[src/rtl/tmds_serdes_seq.sv]
// Bring-up sequencer and word scheduler for a 3-lane 10:1 TMDS serializer bank.
// Gates serializer reset on clock lock, sends a control preamble, then streams encoder words with idle fill.
module tmds_serdes_seq #(
  parameter int          RST_CYCLES = 16,
  parameter int          PRE_CYCLES = 128,
  parameter logic [9:0]  CTRL_TOKEN = 10'b1101010100,
  parameter int          CNT_W      = 16
) (
  input  logic             pclk,
  input  logic             rst_n,
  input  logic             mmcm_locked,
  input  logic             tx_en,
  input  logic [29:0]      word_i,
  input  logic             word_vld,
  output logic             word_rdy,
  output logic [29:0]      ser_data,
  output logic             ser_rst,
  output logic             link_up,
  output logic             underflow,
  output logic [CNT_W-1:0] underflow_cnt
);

  localparam int MAX_CYC = (RST_CYCLES > PRE_CYCLES) ? RST_CYCLES : PRE_CYCLES;
  localparam int CW      = $clog2(MAX_CYC + 1);
  localparam logic [CW-1:0] RST_LAST = CW'(RST_CYCLES - 1);
  localparam logic [CW-1:0] PRE_LAST = CW'(PRE_CYCLES - 1);
  localparam logic [29:0]   CTRL3    = {3{CTRL_TOKEN}};

  typedef enum logic [1:0] {
    ST_IDLE,
    ST_RST_HOLD,
    ST_PREAMBLE,
    ST_ACTIVE
  } state_t;

  state_t        r_state;
  state_t        w_state_nxt;
  logic [CW-1:0] r_cnt;
  logic [CW-1:0] w_cnt_nxt;
  logic          r_sync1;
  logic          r_lock_s;
  logic          w_clr;
  logic          w_starved;
  logic [29:0]   w_data_nxt;

  always_ff @(posedge pclk or negedge rst_n) begin
    if (!rst_n) begin
      r_sync1  <= 1'b0;
      r_lock_s <= 1'b0;
    end else begin
      r_sync1  <= mmcm_locked;
      r_lock_s <= r_sync1;
    end
  end

  // Loss of lock or enable wins over any terminal count in the same cycle.
  always_comb begin
    w_state_nxt = r_state;
    w_cnt_nxt   = r_cnt;
    w_clr       = 1'b0;
    if (!(r_lock_s && tx_en)) begin
      w_state_nxt = ST_IDLE;
      w_cnt_nxt   = '0;
    end else begin
      case (r_state)
        ST_IDLE: begin
          w_state_nxt = ST_RST_HOLD;
          w_cnt_nxt   = '0;
          w_clr       = 1'b1;
        end
        ST_RST_HOLD: begin
          if (r_cnt == RST_LAST) begin
            w_state_nxt = ST_PREAMBLE;
            w_cnt_nxt   = '0;
          end else begin
            w_cnt_nxt = r_cnt + 1'b1;
          end
        end
        ST_PREAMBLE: begin
          if (r_cnt == PRE_LAST) begin
            w_state_nxt = ST_ACTIVE;
            w_cnt_nxt   = '0;
          end else begin
            w_cnt_nxt = r_cnt + 1'b1;
          end
        end
        default: begin
          w_state_nxt = ST_ACTIVE;
        end
      endcase
    end
  end

  always_comb begin
    w_starved  = 1'b0;
    w_data_nxt = '0;
    case (r_state)
      ST_PREAMBLE: w_data_nxt = CTRL3;
      ST_ACTIVE: begin
        w_starved  = !word_vld;
        w_data_nxt = word_vld ? word_i : CTRL3;
      end
      default: w_data_nxt = '0;
    endcase
  end

  always_ff @(posedge pclk or negedge rst_n) begin
    if (!rst_n) begin
      r_state  <= ST_IDLE;
      r_cnt    <= '0;
      ser_rst  <= 1'b1;
      link_up  <= 1'b0;
      word_rdy <= 1'b0;
      ser_data <= '0;
    end else begin
      r_state  <= w_state_nxt;
      r_cnt    <= w_cnt_nxt;
      ser_rst  <= (w_state_nxt == ST_IDLE) || (w_state_nxt == ST_RST_HOLD);
      link_up  <= (w_state_nxt == ST_ACTIVE);
      word_rdy <= (w_state_nxt == ST_ACTIVE);
      ser_data <= w_data_nxt;
    end
  end

  // Underflow status survives IDLE so software can read it after a link drop.
  always_ff @(posedge pclk or negedge rst_n) begin
    if (!rst_n) begin
      underflow     <= 1'b0;
      underflow_cnt <= '0;
    end else if (w_clr) begin
      underflow     <= 1'b0;
      underflow_cnt <= '0;
    end else if (w_starved) begin
      underflow <= 1'b1;
      if (underflow_cnt != {CNT_W{1'b1}}) begin
        underflow_cnt <= underflow_cnt + 1'b1;
      end
    end
  end

endmodule
[config.mk]
export PLATFORM = sky130hd
export DESIGN_NAME = tmds_serdes_seq
export DESIGN_NICKNAME = d
export VERILOG_FILES = /design/src/rtl/tmds_serdes_seq.sv
export SDC_FILE = /design/constraint.sdc
export NUM_CORES = 1
export LEC_CHECK = 0
export ABC_AREA = 1
export CAP_MARGIN = 25
export CORE_AREA = 2 2 82 84
export CTS_CLUSTER_DIAMETER = 60
export DETAILED_ROUTE_END_ITERATION = 10
export DIE_AREA = 0 0 84 86
export HOLD_SLACK_MARGIN = 0.15
export PLACE_DENSITY = 0.88
export SYNTH_ARGS = -nofsm -noshare
export SYNTH_HDL_FRONTEND = slang
export SYNTH_SLANG_ARGS = --single-unit
[constraint.sdc]
create_clock -name pclk -period 2.2 [get_ports pclk]
set_input_delay 0.22 -clock pclk [delete_from_list [all_inputs] [get_ports pclk]]
set_output_delay 0.22 -clock pclk [all_outputs]
set_load 0.01 [all_outputs]
==> key figures, run 1 <==
Run status
  • Run status: complete, no violations

Global route
  • Largest net degree at the start of global routing: 62
  • Total gr overflow: 0
  • First-pass GRT wire length: 11200 µm
  • GR Util All Layers: 19.67%
  • Initial antenna violation count: 0
  • Vias in the first global route: 2566

STA
  • Final setup fails: 0
  • Slew margin rel.: 67.40%
  • Setup TNS Final: 0 ns
  • Hold slack: 0.3123 ns
  • Fmax: 0.5370 GHz
  • RSZ-0062 raised after global routing: no
  • Post-route minimum period: 1.862 ns
  • Hold Violations, Final: 0
  • Least-Margin Pin Slew: 0.4885 ns
  • Final Max Tran Viols: 0
  • Period utilisation layout: 84.65%
  • Worst Skew: 0.008850 ns

Logic synthesis
  • FF+latch count, synth: 61
  • Synth top area cells: dfrtp_1, nand2_1, nor2_1
  • Seq/Total Area, Yosys: 53.13%
  • Cell taking the most area after synthesis: dfrtp_1
  • Cell Area, Synth: 2875 µm²
  • Library cells used by synthesis: 23
  • Syn Nets: 395
  • Primary FF master, synth: dfrtp_1
  • Top cell type's share of synthesized area: 52.22%
  • Mapped Cells: 353
  • Ys async rst share: 100.0%
  • Warnings from Yosys: 0
  • Syn Area/Cell: 8.145 µm²
  • Commonest cells in the netlist: nand2_1, dfrtp_1, nor2_1
  • Count leader, synth: nand2_1
  • Number of synthesized flops with an enable pin: 0

Place
  • Cell Area, Placed: 3804 µm²
  • Post-Place Cells: 510
  • DP HPWL: 4752 µm
  • IO Port Bufs: 84
  • Final Wtd Congestion: 0.9409

Clocking
  • Worst-skew pair later-pin latency: 0.34 ns
  • CTS H-tree lvls: 3
  • CTS sink cnt: 61
  • Clock tree from TritonCTS: done
  • CTS clk-pin slew, worst paths: 0.07 ns
  • CTS buffer count: 9
  • Clock buffer depth: 2
  • Root buffer cell: clkbuf_8

Routing
  • DRC violation total after the first TritonRoute iteration: 313
  • Number of remaining DRC errors: 0
  • 1st-pass router iterations: 5
  • Detailed Route WL: 6616 µm
  • DRT antenna net count: 0
  • Total number of vias: 2615
  • DR vias/cell: 4.962
  • Avg WL per Cell: 12.55 µm

Die
  • Starting Density: 45.80%
  • Core ar.: 6277 µm²
  • DIE HEIGHT: 86 µm
  • Die width: 84 µm
  • Die Area: 7224 µm²
  • Num rows: 29
  • I/O pins: 85

Power
  • PwrDens: 602.2 nW/µm²
  • Pwr Total: 2.431 mW
  • Maximum VDD drop: 475.7 µV
  • Leakage power: 2.054 nW

Cells and area
  • Non-Filler Cell Area, Final: 4038 µm²
  • Nets: 487
  • Final non-filler cell total: 527
  • Layout cell share with drive strength beyond 1: 6.889%
  • Ant. Diodes: 0
  • Synthesis-to-finish area growth: 40.43%

Setup path
  • CP Launch Type: flip-flop
  • Crit end category: flip-flop
  • Arrival time worst endpoint: 2.12 ns
  • Crit Path Class: flip-flop to flip-flop
  • Critical path peak fanout: 16
  • Worst EP required: 2.45 ns

Run
  • Max-Cap Viols: 0

Min path
  • Min-delay worst type: primary input to flip-flop
==> state kept, by name, summed over array words and instances (netlist names), 2 cells and up <==
| register | cells |
|---|---|
| underflow_cnt | 16 |
| ser_data | 30 |
| r_cnt | 8 |
| r_state | 2 |
==> final cells by class <==
cell class	count	area, µm²
sequential	61	1528
tap	77	96.34
clock inverter	6	86.33
fill	527	2240
multi-input combinational	238	1129
clock buffer	10	137.6
timing repair buffer	89	888.4
inverter	46	172.7
==> routing by layer <==
metal | vias up | part of all wire, % | global-route usage [%]
met2 | 116 | 49 | 32.22
met3 | 20 | 9.2 | 7.892
met4 | 0 | 2.3 | 8.504
li1 | 1283 | - | -
met1 | 1196 | 40 | 23.06
met5 | - | 0 | 0
==> critical path, stage by stage (launching register included) <==
cell,delay (ns)
dfrtp_1,0.41
inv_1,0.10
ha_1,0.22
inv_1,0.07
nor2_1,0.06
inv_1,0.37
o21ai_0,0.31
o21ai_0,0.23
==> layout by cell type, fill, tap and decap left out, types with 3 or more instances in the layout <==
cell type,count
dfrtp_1,60
ha_1,7
o21ai_0,9
nand2_2,3
nand2_1,112
nor2_1,49
buf_4,3
a21oi_1,8
xor2_1,6
inv_1,46
o21bai_1,4
clkbuf_8,10
nand4_1,15
clkdlybuf4s50_1,83
nand3_1,16
nor2_4,3
==> timing repair <==
action | in CTS | in global routing
endpoints found under the hold margin | 60 | 0
hold buffers | 1 | 0
resized for setup | 0 | 0
buffers inserted | 0 | 0
==> cell families (layout without fill, tap and decap cells) <==
logic type	Yosys count	count (layout)	share of synthesized area (%)
fa+ha+maj	7	7	3.046
buf+inv	54	151	7.615
simple gates	201	201	29.68
flops	61	61	53.13
xor+xnor	6	6	1.828
compound gates	24	24	4.700
==> power breakdown <==
group	internal [mW]	total, mW	leakage [nW]	switching, mW
Combinational	0.0900	0.168	1.10	0.0781
Sequential	1.14	1.15	0.841	0.0173
Clock	0.666	1.11	0.112	0.443
Total	1.89	2.43	2.05	0.539
==> stage by stage <==
stage	utilization, %	worst slack [ns]
3_5_place_dp	60.59	0.3947
3_3_place_gp	60.59	0.4113
6_report	64.32	0.3378
5_1_grt	64.32	0.1291
4_1_cts	64.32	0.3649
2_1_floorplan	-	0.6036
==> path summary, 6_finish.rpt <==
path / to / from / slack [ns] / depth (start not counted)
worst min-delay path: r_sync1 / mmcm_locked / 0.31 / 1
max in group asynchronous: ser_rst / rst_n / 1.47 / 3
min in group asynchronous: ser_data[2] / rst_n / 0.43 / 3
worst max-delay path: underflow_cnt[0] / r_state[0] / 0.34 / 7
worst min register to register: r_lock_s / r_sync1 / 0.36 / 0
worst max register to register: underflow_cnt[0] / r_state[0] / 0.34 / 7
Note: power is estimated with default switching activity, not from simulation.
==> run 2, diff against run 1 <==
- clock period: 2.2 -> 1.9 ns (I/O delays scaled with it)
==> run 2 against run 1 <==
  * Register-to-register slack got worse by 0.21 ns
  * Count of clock-buffer cells in the layout is 1 higher
  * Non-clock buffer count is 4 higher
  * Critical endpoint unchanged
  * Fmax is 4.8% higher
  * Core utilization fell by 0.56 points
  * Flip-flop and latch count did not move
==> key figures, run 2 (synthesized netlist as in run 1, its figures left out) <==
Global route
  • First-pass GRT wire length: 11140 µm (-0.55%)
  • GR Util All Layers: 19.27% (-0.40 points)
  • Vias in the first global route: 2570 (+0.16%)
  • Initial antenna violation count: 0 (unchanged)
  • Total gr overflow: 0 (unchanged)
  • Largest net degree at the start of global routing: 39 (-37%)

Setup path
  • Crit-path most repeated cell: o21ai_0
  • Arrival time worst endpoint: 1.97 ns (-0.15 ns)
  • Crit end category: flip-flop
  • Critical path peak fanout: 5 (-11)
  • Worst EP required: 2.10 ns (-0.35 ns)
  • Max stage delay on crit path: 0.43 ns (+0.02 ns)
  • Slowest cell on the critical path: dfrtp_1
  • Crit Path Class: flip-flop to flip-flop
  • Critical-path cell list: ha_1, nand3_2, inv_1, nand2_2, nor2_4, o21ai_0, o21ai_0
  • CP Launch Type: flip-flop

Clocking
  • CTS resizes: 0 (unchanged)
  • Worst-skew pair later-pin latency: 0.34 ns (about the same)
  • Root buffer cell: clkbuf_8
  • CTS clk-pin slew, worst paths: 0.07 ns (about the same)
  • Clock buffer depth: 2 (unchanged)
  • Clock tree from TritonCTS: done
  • CTS sink cnt: 61 (unchanged)
  • CTS H-tree lvls: 3 (unchanged)
  • CTS buffer count: 9 (unchanged)

Cells and area
  • Flip-flop and latch area: 1528 µm² (unchanged)
  • Max reg flops: 30 (unchanged)
  • Layout cell share with drive strength beyond 1: 7.269% (+0.38 points)
  • Nets: 491 (+0.82%)
  • Synthesis-to-finish area growth: 39.21%
  • Most frequent cells in the layout: nand2_1, clkdlybuf4s50_1, dfrtp_1, nor2_1, inv_1
  • Commonest non-fill, non-tap cell in the layout: nand2_1
  • Filler cells: 508 (-3.6%)
  • Final non-filler cell total: 531 (+0.76%)
  • Most flop-heavy register: ser_data
  • Top Registers: ser_data: 30 flops, underflow_cnt: 16 flops, r_cnt: 8 flops
  • Ant. Diodes: 0 (unchanged)
  • Area occupied by multi-input gates: 1129 µm² (unchanged)

STA
  • Post-route minimum period: 1.777 ns (-0.08525 ns)
  • Slew margin rel.: 64.41% (-3.0 points)
  • RSZ-0062 raised after global routing: no
  • Hold Violations, Final: 0 (unchanged)
  • Fmax: 0.5628 GHz (+4.8%)
  • Worst Skew: 0.008624 ns (-0.0002252 ns)
  • Hold slack: 0.2965 ns (-0.01575 ns)
  • Setup TNS Final: 0 ns (unchanged)
  • Final setup fails: 0 (unchanged)
  • Final Max Tran Viols: 0 (unchanged)
  • Period utilisation layout: 93.52% (+8.9 points)
  • Setup WS post-layout: 0.1230 ns (-0.2148 ns)
  • Least-Margin Pin Slew: 0.5283 ns (+0.03979 ns)

Die
  • Die width: 84 µm (unchanged)
  • DIE HEIGHT: 86 µm (unchanged)
  • Core ar.: 6277 µm² (unchanged)
  • Starting Density: 45.80% (unchanged)
  • Num rows: 29 (unchanged)
  • Die Area: 7224 µm² (unchanged)
  • I/O pins: 85 (unchanged)

Routing
  • Detailed Route WL: 6570 µm (-0.70%)
  • 1st-pass router iterations: 5 (unchanged)
  • Avg WL per Cell: 12.37 µm (-1.4%)
  • DRC violation total after the first TritonRoute iteration: 190 (-39%)
  • Number of remaining DRC errors: 0 (unchanged)
  • DRT antenna net count: 0 (unchanged)
  • Total number of vias: 2608 (-0.27%)
  • DR vias/cell: 4.911 (-1.0%)

Place
  • IO Port Bufs: 84 (unchanged)
  • Dpl ws: 0.1884 ns (-0.2063 ns)
  • DP HPWL: 4762 µm (+0.22%)
  • Post-Place Cells: 513 (+0.59%)
  • Final Wtd Congestion: 0.8752 (-7.0%)

Power
  • PwrDens: 622.1 nW/µm² (+3.3%)
  • Leakage power: 2.044 nW (-0.48%)
  • Maximum VDD drop: 428.5 µV (-9.9%)

Min path
  • Min-delay worst type: primary input to flip-flop

Run status
  • Run status: complete, no violations

Run
  • Max-Cap Viols: 0 (unchanged)
-- run 2: cell types whose count changed in the layout (fill, tap and decap cells not counted) --
cell | previous run | this run
clkbuf_1 | 0 | 2
bufinv_16 | 2 | 0
clkinv_2 | 2 | 4
clkinv_4 | 1 | 0
clkbuf_8 | 10 | 9
buf_4 | 3 | 7
-- run 2: path summary, 6_finish.rpt --
path                       cells past startpoint                to  slack [ns]              from
max in group asynchronous                      3           ser_rst        0.88             rst_n
min in group asynchronous                      2       ser_data[7]        0.37             rst_n
max reg2reg                                    7  underflow_cnt[0]        0.12  underflow_cnt[0]
min reg2reg                                    0          r_lock_s        0.35           r_sync1
max                                            7  underflow_cnt[0]        0.12  underflow_cnt[0]
min                                            1           r_sync1        0.30       mmcm_locked
-- run 2: power breakdown --
part	leakage (nW)	switching, mW	internal [mW]
Combinational	1.12	0.0906	0.106
Sequential	0.841	0.0195	1.32
Clock	0.0829	0.493	0.464
-- run 2: per-stage QoR --
| stage | cell area [µm²] | power (mW) | util [%] |
|---|---|---|---|
| after floorplan | 2875 | 1.424 | - |
| after global placement | 3826 | 1.552 | 60.95 |
| after detailed placement | 3826 | 1.556 | 60.95 |
| after CTS | 3995 | 2.507 | 63.64 |
| after global routing | 4003 | 2.609 | 63.76 |
| final | 4003 | 2.490 | 63.76 |
-- run 2: cell type report --
cell class | instances | area share (%)
sequential | 61 | 38.17
multi-input combinational | 238 | 28.20
timing repair buffer | 93 | 22.94
inverter | 46 | 4.314
clock buffer | 11 | 3.282
tap | 77 | 2.407
clock inverter | 5 | 0.6877
-- run 2: layer usage --
layer	share of wire, %	track usage [%]	wire length [µm]
met3	9.8	8.277	646
met5	0	0	0
met1	41	22.28	2669
met4	1.9	7.331	127
met2	48	32.00	3127
-- run 2: repair_timing --
action	CTS	global route
endpoints found under the setup margin	0	2
hold buffers	1	0
hold endpoints to repair	23	0
setup buffers	0	1
-- run 2: critical path, delay by kind of cell (launching register included) --
kind                     cells  cell delay (ns)
AND/OR/NAND/NOR              3             0.28
AO/OA/AOI/OAI                2             0.59
buffers and inverters        1             0.08
adder cells (fa/ha/maj)      1             0.25
flip-flops                   1             0.43
==> run 3, diff against run 2 <==
- ABC_CLOCK_PERIOD_IN_PS: default -> 1900
- CTS_CLUSTER_SIZE: default -> 28
==> results of run 3 <==
Final layout, timing and power as in run 2 (identical DEF).
